File: config.mk
export PLATFORM = sky130hd
export DESIGN_NAME = data_bus_arbiter
export DESIGN_NICKNAME = d
export VERILOG_FILES = /design/src/rtl/riscuin_bus_pkg.sv /design/src/rtl/bus_timeout_counter.sv /design/src/rtl/data_bus_arbiter.sv
export SDC_FILE = /design/constraint.sdc
export NUM_CORES = 1
export LEC_CHECK = 0
export BUFFER_PORTS_ARGS = -buffer_cell sky130_fd_sc_hd__buf_4
export CAP_MARGIN = 25
export CORE_MARGIN = 2
export CORE_UTILIZATION = 48
export DETAILED_ROUTE_END_ITERATION = 10
export MAX_ROUTING_LAYER = met4
export PLACE_DENSITY = 0.92
export SLEW_MARGIN = 20
export SYNTH_ARGS = -nofsm -noshare
export SYNTH_HDL_FRONTEND = slang
export SYNTH_SLANG_ARGS = --single-unit
File: constraint.sdc
create_clock -name clk -period 2.2 [get_ports clk]
set_clock_uncertainty 0.05 [all_clocks]
set_input_delay 0.44 -clock clk [delete_from_list [all_inputs] [get_ports clk]]
set_output_delay 0.44 -clock clk [all_outputs]
set_load 0.005 [all_outputs]
File: src/rtl/riscuin_bus_pkg.sv
// riscuin_bus_pkg: shared bus types, size/owner encodings and helpers
package riscuin_bus_pkg;
  localparam int MEM_DATA_ADDR_WIDTH = 32;
  typedef enum logic [1:0] {ST_IDLE, ST_ISSUE, ST_WAIT, ST_DONE} bus_state_t;
  localparam logic [1:0] SIZE_BYTE = 2'b00;
  localparam logic [1:0] SIZE_HALF = 2'b01;
  localparam logic [1:0] SIZE_WORD = 2'b10;
  localparam logic OWN_C = 1'b0;
  localparam logic OWN_A = 1'b1;
  // The reserved size code 11 travels on the bus as a plain word transfer.
  function automatic logic [1:0] norm_size(input logic [1:0] s);
    return (s == 2'b11) ? SIZE_WORD : s;
  endfunction
endpackage

File: src/rtl/bus_timeout_counter.sv
// bus_timeout_counter: counts WAIT cycles and flags the last permitted one
module bus_timeout_counter #(
  parameter int TIMEOUT = 255
) (
  input  logic clk,
  input  logic rst,
  input  logic clr,
  input  logic en,
  output logic expired
);
  localparam int W = $clog2(TIMEOUT);
  logic [W-1:0] cnt;
  always_ff @(posedge clk or negedge rst)
    if (!rst) cnt <= '0;
    else if (clr) cnt <= '0;
    else if (en) cnt <= cnt + W'(1);
  assign expired = (cnt == W'(TIMEOUT - 1));
endmodule

File: src/rtl/data_bus_arbiter.sv
// data_bus_arbiter: round-robin two-port arbiter and transaction sequencer for the data bus
module data_bus_arbiter
  import riscuin_bus_pkg::*;
#(
  parameter int ADDR_WIDTH = MEM_DATA_ADDR_WIDTH,
  parameter int DATA_WIDTH = 32,
  parameter int TIMEOUT    = 255
) (
  input  logic                  clk,
  input  logic                  rst,
  input  logic                  c_req,
  input  logic                  c_we,
  input  logic [1:0]            c_size,
  input  logic                  c_unsigned,
  input  logic [ADDR_WIDTH-1:0] c_addr,
  input  logic [DATA_WIDTH-1:0] c_wdata,
  output logic                  c_gnt,
  output logic                  c_done,
  output logic                  c_err,
  output logic [DATA_WIDTH-1:0] c_rdata,
  input  logic                  a_req,
  input  logic                  a_we,
  input  logic [1:0]            a_size,
  input  logic                  a_unsigned,
  input  logic [ADDR_WIDTH-1:0] a_addr,
  input  logic [DATA_WIDTH-1:0] a_wdata,
  output logic                  a_gnt,
  output logic                  a_done,
  output logic                  a_err,
  output logic [DATA_WIDTH-1:0] a_rdata,
  output logic                  bus_wd,
  output logic                  bus_rd,
  output logic [1:0]            bus_size,
  output logic                  bus_unsigned,
  output logic [ADDR_WIDTH-1:0] bus_addr,
  output logic [DATA_WIDTH-1:0] bus_wdata,
  input  logic [DATA_WIDTH-1:0] bus_rdata,
  input  logic                  bus_ready
);
  bus_state_t state, nxt;
  logic owner, last, we_q, err_q, expired, accept, wait_end, nxt_own;
  logic [DATA_WIDTH-1:0] rd_val;
  assign accept   = (state == ST_IDLE) && (c_req || a_req);
  assign wait_end = (state == ST_WAIT) && (bus_ready || expired);
  // On a tie the requester not served last wins; a lone requester always wins.
  assign nxt_own  = (c_req && a_req) ? ~last : (c_req ? OWN_C : OWN_A);
  assign rd_val   = bus_ready ? bus_rdata : '0;
  always_comb
    nxt = (state == ST_IDLE)  ? (accept ? ST_ISSUE : ST_IDLE) :
          (state == ST_ISSUE) ? ST_WAIT :
          (state == ST_WAIT)  ? (wait_end ? ST_DONE : ST_WAIT) : ST_IDLE;
  bus_timeout_counter #(.TIMEOUT(TIMEOUT)) u_timeout (
    .clk     (clk),
    .rst     (rst),
    .clr     (state == ST_ISSUE),
    .en      ((state == ST_WAIT) && !bus_ready),
    .expired (expired)
  );
  always_ff @(posedge clk or negedge rst)
    if (!rst) begin
      state        <= ST_IDLE;
      owner        <= OWN_C;
      last         <= OWN_A;
      we_q         <= 1'b0;
      err_q        <= 1'b0;
      bus_size     <= '0;
      bus_unsigned <= 1'b0;
      bus_addr     <= '0;
      bus_wdata    <= '0;
    end else begin
      state <= nxt;
      if (accept) begin
        owner        <= nxt_own;
        we_q         <= (nxt_own == OWN_C) ? c_we : a_we;
        bus_size     <= norm_size((nxt_own == OWN_C) ? c_size : a_size);
        bus_unsigned <= (nxt_own == OWN_C) ? c_unsigned : a_unsigned;
        bus_addr     <= (nxt_own == OWN_C) ? c_addr : a_addr;
        bus_wdata    <= (nxt_own == OWN_C) ? c_wdata : a_wdata;
      end
      if (wait_end) err_q <= !bus_ready;
      if (state == ST_DONE) last <= owner;
    end
  // Reads load data (or zero on timeout); writes leave the port's last read data alone.
  always_ff @(posedge clk or negedge rst)
    if (!rst) begin
      c_rdata <= '0;
      a_rdata <= '0;
    end else if (wait_end && !we_q) begin
      if (owner == OWN_C) c_rdata <= rd_val;
      else a_rdata <= rd_val;
    end
  assign c_gnt  = (state != ST_IDLE) && (owner == OWN_C);
  assign a_gnt  = (state != ST_IDLE) && (owner == OWN_A);
  assign c_done = (state == ST_DONE) && (owner == OWN_C);
  assign a_done = (state == ST_DONE) && (owner == OWN_A);
  assign c_err  = c_done && err_q;
  assign a_err  = a_done && err_q;
  assign bus_wd = (state == ST_ISSUE) && we_q;
  assign bus_rd = (state == ST_ISSUE) && !we_q;
endmodule

== After elaboration in Yosys (flattened, before gate mapping) ==
Index checks and enable logic that the tools add are counted.

* Flip-flop bits (word level): 145
* Output and inout bits: 139

* Add/subtract/negate cells: 1
* Equal/unequal tests: 5
* Mux-type cells: 16
* Bitwise gates (word level): 2
* Reduce and logical (&&, ||, !) cells: 22

{| class="wikitable"
|+ Operators by type and width
! operator !! count
|-
| $mux W32 || 3
|-
| $mux W8 || 2
|-
| $logic_and A1 B1 Y1 || 13
|-
| $mux W2 || 5
|-
| $add A8 B1 Y8 const B || 1
|-
| $eq A8 B8 Y1 const B || 1
|-
| $eq A2 B2 Y1 const B || 3
|-
| $mux W1 || 6
|-
| $reduce_and A2 Y1 || 2
|-
| $reduce_bool A2 Y1 || 2
|-
| $eq A2 B1 Y1 const B || 1
|-
| $logic_not A1 Y1 || 2
|-
| $logic_not A2 Y1 || 1
|-
| $logic_or A1 B1 Y1 || 2
|-
| $not A1 Y1 || 2
|}

== Longest topological paths before layout ==
Gate-level depths: netlist (run 1).

* Word-level depth: 7
* Gate-level depth with buffers: 8
* Gate-level depth less buffers: 5

== Modules after synthesis ==
A second synthesis (run 1) with hierarchy kept.

* Cell total of the unflattened synthesis: 629
* Area total of the unflattened synthesis: 6779.0 um^2

{| class="wikitable"
|+ Modules (own cells, without submodules)
! module !! instances !! cells an instance !! area each (um^2) !! sequential area each (um^2)
|-
| data_bus_arbiter || 1 || 588 || 6368.6 || 3429.5
|-
| bus_timeout_counter || 1 || 41 || 410.4 || 200.2
|}

== Worst setup path before layout (run 1) ==
No wires, ideal clock.

* Path type: reg2reg
* Start point: register state[0]
* End point: register c_rdata[10]
* Arrival time: 1.568 ns
* Data required time: 2.020 ns
* Path slack: 0.452 ns
* Cell stages (with the launch flop): 9
* Buffers on the path: 3
* Period minus slack after synthesis: 1.748 ns
* Cells stage by stage: dfrtp_1 inv_1 ha_1 buf_4 or3b_1 buf_2 buf_6 a22oi_2 o21ai_1

* Cells in the longest elaborated chain, start to end: 4

{| class="wikitable"
|+ RTL lines
! element !! RTL line !! RTL
|-
| start: declaration || data_bus_arbiter.sv:40 || <nowiki>bus_state_t state, nxt;</nowiki>
|-
| start signal: assignment || data_bus_arbiter.sv:71 || <nowiki>state <= nxt;</nowiki>
|-
| $eq A2 B2 Y1 || data_bus_arbiter.sv:44 || <nowiki>assign wait_end = (state == ST_WAIT) && (bus_ready || expired);</nowiki>
|-
| $logic_and A1 B1 Y1 || data_bus_arbiter.sv:44 ||
|-
| $logic_and A1 B1 Y1 || data_bus_arbiter.sv:88 || <nowiki>end else if (wait_end && !we_q) begin</nowiki>
|-
| $reduce_and A2 Y1 (no source line) || n/a ||
|-
| end signal: assignment || data_bus_arbiter.sv:89 || <nowiki>if (owner == OWN_C) c_rdata <= rd_val;</nowiki>
|-
| end: declaration || data_bus_arbiter.sv:20 || <nowiki>output logic [DATA_WIDTH-1:0] c_rdata,</nowiki>
|}

Every way passes these cells.
A chain may end at the register's enable or synchronous reset.

== Worst setup path after layout (run 1) ==
* Start point: register state[0]
* End point: output port c_err

* Cells in the longest elaborated chain, start to end: 3

{| class="wikitable"
|+ RTL lines
! element !! RTL line !! RTL
|-
| $eq A2 B2 Y1 || data_bus_arbiter.sv:94 || <nowiki>assign c_done = (state == ST_DONE) && (owner == OWN_C);</nowiki>
|-
| $logic_and A1 B1 Y1 || data_bus_arbiter.sv:94 ||
|-
| $logic_and A1 B1 Y1 || data_bus_arbiter.sv:96 || <nowiki>assign c_err = c_done && err_q;</nowiki>
|-
| end: declaration || data_bus_arbiter.sv:19 || <nowiki>output logic c_err,</nowiki>
|}

Every way passes these cells.

==> results.py, run 1 <==
metrics = {
    "global_route": {
        "grt_use_total": 0.287,
        "grt_start_max_net_pins": 85,
        "grt-ovfl-total": 0,
        "grt_pass1_wl_um": 35000,
        "antenna_found_initial": 0,
        "first_global_vias": 6807,
    },
    "final_layout": {
        "fin_util": 0.708,
        "n_antenna_cell": 0,
        "syn_to_final_growth_pct": 44.3,
        "nets": 1206,
        "layout_commonest_cell": "buf_4",
        "layout-drive-gt1-share": 0.389,
        "layout_common_cells": "buf_4 (324), dfrtp_1 (144), o21ai_0 (106)",
        "instances_no_fill": 1224,
    },
    "floorplan": {
        "io_pins": 312,
        "fp.coreArea_sq_um": 14500,
        "row_count": 44,
        "dieArea_sq_um": 15800,
        "initial_core_util": 0.491,
        "die-height_um": 126,
        "dieWidth_um": 126,
    },
    "synth": {
        "synth_nets": 921,
        "postSynthAreaPerCell_sq_um": 9.61,
        "syn_area_sq_um": 7130,
        "synth_ff_type": "dfrtp_1",
        "ys_seq_area_frac": 0.509,
        "synthCells": 742,
        "yosysWarnings": 0,
        "synthArstFlopShare": 1.00,
        "synth_cell_types": 42,
        "ys_seq_elements": 145,
        "synth_edf_count": 0,
    },
    "detailed_routing": {
        "drt_wl_total_um": 22200,
        "drtPass1Iterations": 8,
        "viasPerCell": 5.65,
        "wl_per_cell_um": 18.1,
        "final_antenna_net_count": 0,
        "drt_iter0_drc": 503,
        "vias": 6911,
        "drcViolationCount": 0,
    },
    "clock_tree": {
        "hold_buffers": 1,
        "clock_path_buffers": 2,
        "cts_buffers": 17,
        "clk_pin_slew_ps": 60,
        "clock_sinks": 145,
        "clock_latency_ps": 420,
        "ctsResizeCount": 0,
        "h-tree-depth": 4,
        "cts-root-buf": "clkbuf_16",
        "cts_post_setup_buffers_inserted": 0,
        "cts_tree": "done",
    },
    "place": {
        "gp_congestion": 0.865,
        "port_buffers": 311,
        "dpl.hpwl_um": 15700,
        "dp.cells": 1191,
    },
    "pwr": {
        "powerDensity_nw_per_um2": 1250,
        "p_leak_uw": 0.00490,
        "ir_worst_vdd_mv": 0.691,
    },
    "sta": {
        "period_needed_ps": 2050,
        "finalHoldViolCount": 0,
        "max_slew.worst_pin.slew_ps": 554,
        "relSlewSlack": 0.631,
        "post-route-period-util": 0.931,
        "rsz0062_at_grt": "false",
        "hold_slack_ps": 203,
        "finalMaxSlewViolations": 0,
        "finalSetupViolCount": 0,
        "max_freq_ghz": 0.488,
        "tns_ps": 0,
    },
    "critical_path": {
        "r2r_setup_slack_ps": 330,
        "start_kind": "register",
        "worstSetupPathType": "reg2out",
        "path_max_fanout": 4,
        "crit_required_ps": 1710,
        "critPathCaptureType": "primary output",
        "cp.arrival_ps": 1560,
    },
    "job": {
        "cap_violations": 0,
    },
    "run_status": {
        "status": "completed",
    },
    "min_path": {
        "hp-class": "in2reg",
    },
}
==> routing by layer <==
metal	GRT usage	vias to the layer above	part of all wire
li1	-	3202	-
met1	0.331	3310	0.38
met2	0.483	351	0.51
met3	0.0773	48	0.088
met4	0.108	0	0.029
met5	-	-	0
==> Yosys cell counts (all sizes together), types with 2 or more instances <==
| library cell | number | area [sq um] |
|---|---|---|
| a21oi | 5 | 25.0 |
| o21ai | 136 | 681 |
| dfrtp | 144 | 3600 |
| nor2 | 73 | 274 |
| nand3 | 2 | 10.0 |
| and2 | 3 | 18.8 |
| xnor2 | 2 | 17.5 |
| a31oi | 68 | 425 |
| or3 | 4 | 25.0 |
| a22oi | 64 | 631 |
| nand3b | 69 | 518 |
| ha | 6 | 75.1 |
| nor2b | 6 | 37.5 |
| inv | 71 | 267 |
| buf | 28 | 179 |
| clkbuf | 42 | 159 |
==> cells by family (layout without fill, tap and decap cells) <==
group                      Yosys count  after routing  synth area share
and+or+nand+nor                    167            167             0.136
xor gates and xnor gates             2              2           0.00246
buffers and inverters              141            439            0.0848
adders and majority gates            6              6            0.0105
DFF                                145            145             0.509
AOI/OAI and AO/OA                  280            280             0.256
muxes                                1              1           0.00158
==> state kept, by name, summed over array words and instances, names as in the netlist, 2 cells and up <==
signal / count
bus_addr: 32
a_rdata: 32
c_rdata: 32
bus_size: 2
bus_wdata: 32
state: 2
u_timeout.cnt: 8
==> worst paths after layout <==
| path | from | endpoint | depth (start not counted) |
|---|---|---|---|
| max | state[0]$_DFF_PN0_ | c_err | 4 |
| min | bus_rdata[20] | c_rdata[20]$_DFFE_PN0P_ | 3 |
| max reg2reg | state[0]$_DFF_PN0_ | c_rdata[0]$_DFFE_PN0P_ | 6 |
| min reg2reg | bus_wdata[14]$_DFFE_PN0P_ | bus_wdata[14]$_DFFE_PN0P_ | 2 |
| max in group asynchronous | rst | bus_wdata[16]$_DFFE_PN0P_ | 3 |
| min in group asynchronous | rst | a_rdata[1]$_DFFE_PN0P_ | 2 |
==> final cells by class <==
cell class | instances | area [sq um]
clock buffers | 18 | 429
well taps | 184 | 230
multi-input cells | 456 | 2930
inverters | 71 | 267
clock inverters | 14 | 145
repair buffers | 336 | 2650
fillers | 1081 | 4250
flip-flops and latches | 145 | 3630
==> metrics by stage <==
stage | setup slack (ps) | instance area [sq um] | power [uW]
global placement | 396 | 9700 | 9830
CTS | 123 | 10300 | 13000
finish | 152 | 10300 | 12900
detailed placement | 337 | 9700 | 10100
floorplan | 452 | 7130 | 7170
global route | 37.8 | 10300 | 13700
==> worst max-delay path, cell delays in order (launching register included) <==
cell	delay, ps
dfrtp_1	400
ha_1	300
nor2b_1	170
and2_1	150
buf_4	130
==> power breakdown <==
part	internal, uW	switching (uW)
clock network	1600	1250
logic	2980	2480
registers	3770	808
Power figures use the tool's default switching activity.
==> run 2, diff against run 1 <==
- CORE_UTILIZATION: 48 -> 47
- PLACE_DENSITY: 0.92 -> 0.91
- SYNTH_HIERARCHICAL: not set -> 1
==> run 2 against run 1 <==
Effect of this change:
- cell count decreased by 8.7%
- die area is 2.8% lower
- fmax hardly changed
==> results.py, run 2 <==
metrics = {
    "clock_tree": {
        "h-tree-depth": 4,
        "cts_buffers": 17,
        "clock_latency_ps": 410,
        "clk_pin_slew_ps": 70,
        "clock_sinks": 145,
        "cts_tree": "done",
        "clock_path_buffers": 2,
        "cts-root-buf": "clkbuf_16",
        "ctsResizeCount": 0,
    },
    "floorplan": {
        "row_count": 43,
        "io_pins": 312,
        "die-height_um": 124,
        "initial_core_util": 0.485,
        "fp.coreArea_sq_um": 14000,
        "dieWidth_um": 124,
        "dieArea_sq_um": 15400,
    },
    "synth": {
        "yosysWarnings": 6,
        "synth_ff_type": "dfrtp_1",
        "ys_seq_area_frac": 0.535,
        "synth_most_common_cell": "dfrtp_1",
        "postSynthAreaPerCell_sq_um": 10.8,
        "syn_area_sq_um": 6780,
        "synth_top_area_frac": 0.532,
        "synth_edf_count": 0,
        "synth_cell_types": 36,
        "ys_seq_elements": 145,
        "yosysTopAreaCell": "dfrtp_1",
        "synth_commonest_cells": "dfrtp_1 (144), nor2_1 (75), o21ai_0 (71)",
        "synthArstFlopShare": 1.00,
        "yosys-top-cells-area": "dfrtp_1 (53%), mux2_2 (10%), nand3b_1 (7.4%)",
        "synth_nets": 808,
        "synthCells": 629,
    },
    "global_route": {
        "grt_pass1_wl_um": 30500,
        "grt_start_max_net_pins": 75,
        "grt-ovfl-total": 0,
        "antenna_found_initial": 0,
        "grt_use_total": 0.269,
        "first_global_vias": 5931,
    },
    "pwr": {
        "p_switching_uw": 4070,
        "ir_worst_vdd_mv": 0.645,
        "seqPwrFrac": 0.366,
        "clockPowerShare": 0.236,
        "swShare": 0.328,
        "p_int_uw": 8320,
        "p_leak_uw": 0.00466,
        "combinationalPowerShare": 0.398,
        "powerDensity_nw_per_um2": 1250,
    },
    "critical_path": {
        "ff2ff_path_depth": 7,
        "path_cells": "ha_1, nor2b_1, and2_1, buf_4",
        "start_kind": "register",
        "r2r_end": "a_rdata[29]$_DFFE_PN0P_",
        "path_max_fanout": 4,
        "r2r_setup_slack_ps": 180,
        "crit_path_max_incr_delay_ps": 390,
        "critPathCaptureType": "primary output",
        "cp.arrival_ps": 1560,
        "cp_slowest_cell": "dfrtp_1",
        "worstSetupPathType": "reg2out",
        "r2r_start": "u_timeout/cnt[1]$_DFFE_PN0P_",
        "crit_required_ps": 1710,
    },
    "sta": {
        "max_slew.worst_pin.slew_ps": 550,
        "relSlewSlack": 0.634,
        "rsz0062_at_grt": "false",
        "post-route-period-util": 0.931,
        "finalSetupViolCount": 0,
        "tns_ps": 0,
        "period_needed_ps": 2050,
        "finalHoldViolCount": 0,
        "setup_ws_ps": 151,
        "finalMaxSlewViolations": 0,
        "max_freq_ghz": 0.488,
    },
    "place": {
        "placed_cell_area_sq_um": 9340,
        "gp_congestion": 0.811,
        "port_buffers": 311,
        "dp_slack_ps": 184,
        "dpl.hpwl_um": 14700,
    },
    "detailed_routing": {
        "vias": 6066,
        "drtPass1Iterations": 5,
        "drcViolationCount": 0,
        "drt_iter0_drc": 387,
        "drt_wl_total_um": 20300,
        "wl_per_cell_um": 18.1,
        "final_antenna_net_count": 0,
        "viasPerCell": 5.43,
    },
    "min_path": {
        "min_to": "bus_addr[14]$_DFFE_PN0P_",
        "hold_depth": 3,
        "hp-class": "in2reg",
        "worstHoldStart": "a_addr[14]",
    },
    "run_status": {
        "status": "completed",
    },
    "final_layout": {
        "n_antenna_cell": 0,
        "stdcell_area_sq_um": 9940,
        "nets": 1103,
        "layout_commonest_cell": "buf_4",
        "layout_common_cells": "buf_4 (322), dfrtp_1 (144), nor2_1 (75)",
        "layout-drive-gt1-share": 0.464,
        "syn_to_final_growth_pct": 46.7,
    },
    "job": {
        "cap_violations": 0,
    },
}
run 2: changes by cell type in the layout (fill, tap and decap cells not counted), sizes merged, moves of 2 or more:
cell    delta
a22oi     -64
and2      +32
buf        -4
inv       -66
mux2      +64
nand3b     -2
nand4      +2
nor2       +2
nor3       +2
o21ai     -64
xor2       +3
run 2: routing by layer:
layer	GRT usage	part of all wire
met4	0.116	0.030
met1	0.315	0.38
met5	-	0
met3	0.0687	0.089
met2	0.441	0.50
run 2: worst max path at each step:
stage	end	from	slack (ps)	cells past startpoint
4_1_cts	c_err	state[0]$_DFF_PN0_	140	4
2_1_floorplan	a_rdata[10]$_DFFE_PN0P_	u_timeout/cnt[0]$_DFFE_PN0P_	270	8
3_5_place_dp	a_rdata[29]$_DFFE_PN0P_	u_timeout/cnt[1]$_DFFE_PN0P_	180	7
6_report	c_err	state[0]$_DFF_PN0_	150	4
3_3_place_gp	a_rdata[24]$_DFFE_PN0P_	u_timeout/cnt[1]$_DFFE_PN0P_	300	7
5_1_grt	a_rdata[29]$_DFFE_PN0P_	u_timeout/cnt[1]$_DFFE_PN0P_	50	7
run 2: stage by stage:
| step | util | std cells | hold WS, ps | total power (uW) |
|---|---|---|---|---|
| 6_report | 0.711 | 1117 | 252 | 12400 |
| 5_1_grt | 0.711 | 1117 | 246 | 13200 |
| 4_1_cts | 0.711 | 1117 | 237 | 12500 |
| 3_5_place_dp | 0.668 | 1084 | 301 | 9490 |
| 3_3_place_gp | 0.668 | 1084 | 298 | 9280 |
| 2_1_floorplan | - | 629 | 94.4 | 6700 |
run 2: timing repair:
action,in CTS,in global routing
setup buffers,0,0
hold buffers,1,0
hold endpoints to repair,31,0
run 2: cell families (layout without fill, tap and decap cells):
group,count (synthesis),after routing,synth area share
AO/OA/AOI/OAI,148,148,0.124
XOR/XNOR,4,4,0.00517
adder cells (fa/ha/maj),6,6,0.0111
buffers and inverters,61,369,0.0426
flip-flops,145,145,0.535
multiplexers,65,65,0.108
AND/OR/NAND/NOR,200,200,0.174
run 2: critical path, delay by kind of cell, from the launching register on:
kind	cells	cell delay (ps)
fa+ha+maj	1	260
simple gates	2	360
buf+inv	1	130
flops	1	390
run 2: final cells by class:
class / instances / area (sq um)
Fill cell: 976 / 4040
Clock buffer: 17 / 425
Multi-Input combinational cell: 423 / 2880
Inverter: 5 / 18.8
Clock inverter: 15 / 171
Sequential cell: 145 / 3630
Tap cell: 180 / 225
Timing Repair Buffer: 332 / 2600
run 2: power by group through the flow:
stage / Sequential (uW) / Clock, uW / Combinational (uW)
finish: 4540 / 2920 / 4920
floorplan: 4540 / 0 / 2160
detailed placement: 4570 / 0 / 4930
CTS: 4540 / 2950 / 4960
global placement: 4510 / 0 / 4770
global route: 4680 / 3080 / 5400
==> run 3, diff against run 2 <==
- CORE_UTILIZATION: 47 -> 43
- PLACE_DENSITY: 0.91 -> 0.88
- clock period: 2.2 -> 1.7 ns (I/O delays scaled with it)
==> run 3 against run 2 <==
Effect of this change:
- the flow now finishes with violations (negative setup slack)
- hold slack lost 130 ps
- sequential share of layout area shrank 4.9 points
- power grew 56%
- largest cell class unchanged
- wire length grew 27%
- cell count grew 7.9%
- critical path depth grew 5
- critical path type is now reg2reg
- global-route usage grew 0.58 points
- register-to-register slack lost 500 ps
- critical endpoint is now a_rdata[26]$_DFFE_PN0P_
==> results.py, run 3 (synthesis gave the netlist of run 2 again) <==
metrics = {
    "detailed_routing": {
        "met1Wirelength_um": 9840,
        "wl_per_cell_um": 21.4,
        "dr_wl_met3_um": 1810,
        "drt_iter0_drc": 406,
        "wl_met2_um": 13300,
        "drt_wl_total_um": 25800,
        "drcViolationCount": 0,
        "final_antenna_net_count": 0,
        "viasPerCell": 5.57,
        "dr.max_layer_used": "met4",
        "vias": 6708,
        "drtPass1Iterations": 6,
    },
    "global_route": {
        "grt_start_max_net_pins": 65,
        "first_global_vias": 6465,
        "grt_pass1_wl_um": 34400,
        "antenna_found_initial": 0,
        "grt-ovfl-total": 0,
        "grt_use_total": 0.275,
    },
    "clock_tree": {
        "clock_latency_ps": 410,
        "cts_buffers": 17,
        "clock_path_buffers": 2,
        "cts_tree": "done",
        "clock_sinks": 145,
        "h-tree-depth": 4,
        "clk_pin_slew_ps": 60,
        "cts-root-buf": "clkbuf_16",
    },
    "critical_path": {
        "crit_path_max_incr_delay_ps": 390,
        "critPathCaptureType": "register",
        "cp-startpoint": "u_timeout/cnt[0]$_DFFE_PN0P_",
        "cp.arrival_ps": 2270,
        "crit_buf_inv": 3,
        "crit_required_ps": 1950,
        "cp_slowest_cell": "dfrtp_1",
        "crit_family": "simple AND/OR/NAND/NOR gates",
        "critical_path_depth": 9,
        "path_cells": "inv_1, ha_2, nand3_2, nor2_4, o21ai_4, nor3b_4, buf_6, clkbuf_16, mux2_4",
        "path_max_fanout": 6,
        "r2r_start": "u_timeout/cnt[0]$_DFFE_PN0P_",
        "start_kind": "register",
        "ff2ff_path_depth": 9,
        "worstSetupPathType": "reg2reg",
    },
    "run_status": {
        "status": "complete, but fails checks",
        "violations": "negative setup slack",
    },
    "place": {
        "dpl.hpwl_um": 15500,
        "port_buffers": 311,
        "gp_congestion": 0.869,
        "dp.cells": 1135,
    },
    "floorplan": {
        "fp.coreArea_sq_um": 15300,
        "row_count": 45,
        "die-height_um": 130,
        "dieArea_sq_um": 16800,
        "dieWidth_um": 130,
        "io_pins": 312,
        "initial_core_util": 0.443,
    },
    "sta": {
        "tns_ps": -19800,
        "setup_ws_ps": -321,
        "relSlewSlack": 0.685,
        "post-route-period-util": 1.19,
        "max_freq_ghz": 0.495,
        "hold_slack_ps": 122,
        "finalSetupViolCount": 135,
        "period_needed_ps": 2020,
        "max_slew.worst_pin.slew_ps": 473,
        "rsz0062_at_grt": "true",
        "finalMaxSlewViolations": 0,
        "finalHoldViolCount": 0,
    },
    "final_layout": {
        "layout_commonest_cell": "buf_4",
        "syn_to_final_growth_pct": 69.3,
        "layout-drive-gt1-share": 0.575,
        "instances_no_fill": 1205,
        "nets": 1160,
        "n_antenna_cell": 0,
        "multiInputGateArea_sq_um": 3540,
        "layout_common_cells": "buf_4 (339), dfrtp_1 (144), o21ai_0 (70)",
        "seq_area_sq_um": 3630,
        "fillCellCount": 969,
    },
    "min_path": {
        "worstHoldStart": "bus_ready",
        "hp-class": "in2reg",
        "hold_depth": 2,
    },
    "pwr": {
        "ir_worst_vdd_mv": 0.931,
        "p_leak_uw": 0.00524,
        "powerDensity_nw_per_um2": 1690,
    },
    "job": {
        "cap_violations": 0,
    },
}
[run 3: changes by cell type in the layout (fill, tap and decap cells not counted), sizes merged]
| cell | previous run | this run |
|---|---|---|
| clkinvlp | 3 | 2 |
| clkinv | 2 | 4 |
| buf | 331 | 377 |
| bufinv | 2 | 4 |
| clkbuf | 17 | 29 |
| inv | 13 | 9 |
[run 3: worst register-to-register path, cell delays in order, from the launching register on]
cell       delay, ps
dfrtp_1          390
inv_1             60
ha_2             170
nand3_2          100
nor2_4           150
o21ai_4           90
nor3b_4          250
buf_6            170
clkbuf_16        160
mux2_4           300
[run 3: layer usage]
metal	track usage	vias to the layer above
li1	-	2945
met1	0.325	3349
met2	0.466	357
met3	0.0582	57
met4	0.0974	0
met5	-	-
[run 3: path summary, 6_finish.rpt]
path / end / slack, ps
max: a_rdata[26]$_DFFE_PN0P_ / -320
min: err_q$_DFFE_PN0P_ / 120
max reg2reg: a_rdata[26]$_DFFE_PN0P_ / -320
min reg2reg: a_rdata[1]$_DFFE_PN0P_ / 470
max in group asynchronous: c_rdata[6]$_DFFE_PN0P_ / 660
min in group asynchronous: c_rdata[29]$_DFFE_PN0P_ / 380
[run 3: metrics by stage]
step / instance area (sq um) / utilization / setup WS, ps / power, uW
6_report: 11500 / 0.749 / -321 / 19300
4_1_cts: 10600 / 0.694 / -253 / 17100
2_1_floorplan: 6900 / - / -224 / 8830
3_3_place_gp: 9630 / 0.629 / -177 / 12200
5_1_grt: 11500 / 0.749 / -400 / 20300
3_5_place_dp: 9630 / 0.629 / -221 / 12500
[run 3: what timing repair did]
action,CTS,global route
cloned,3,16
setup endpoints to repair,75,131
setup buffers,11,12
hold buffers,1,0
gates resized for setup,54,136
pin swaps,5,5
endpoints found under the hold margin,36,0
[run 3: layout make-up]
| type | count | area share |
|---|---|---|
| clock buffer | 18 | 0.0374 |
| tap | 211 | 0.0230 |
| multi-input combinational | 423 | 0.309 |
| clock inverter | 14 | 0.0176 |
| timing repair buffer | 389 | 0.295 |
| sequential | 145 | 0.316 |
| inverter | 5 | 0.00185 |
[run 3: where the power goes]
group,switching (uW),internal (uW)
clock network,1570,2480
logic,3710,5360
registers,1280,4940
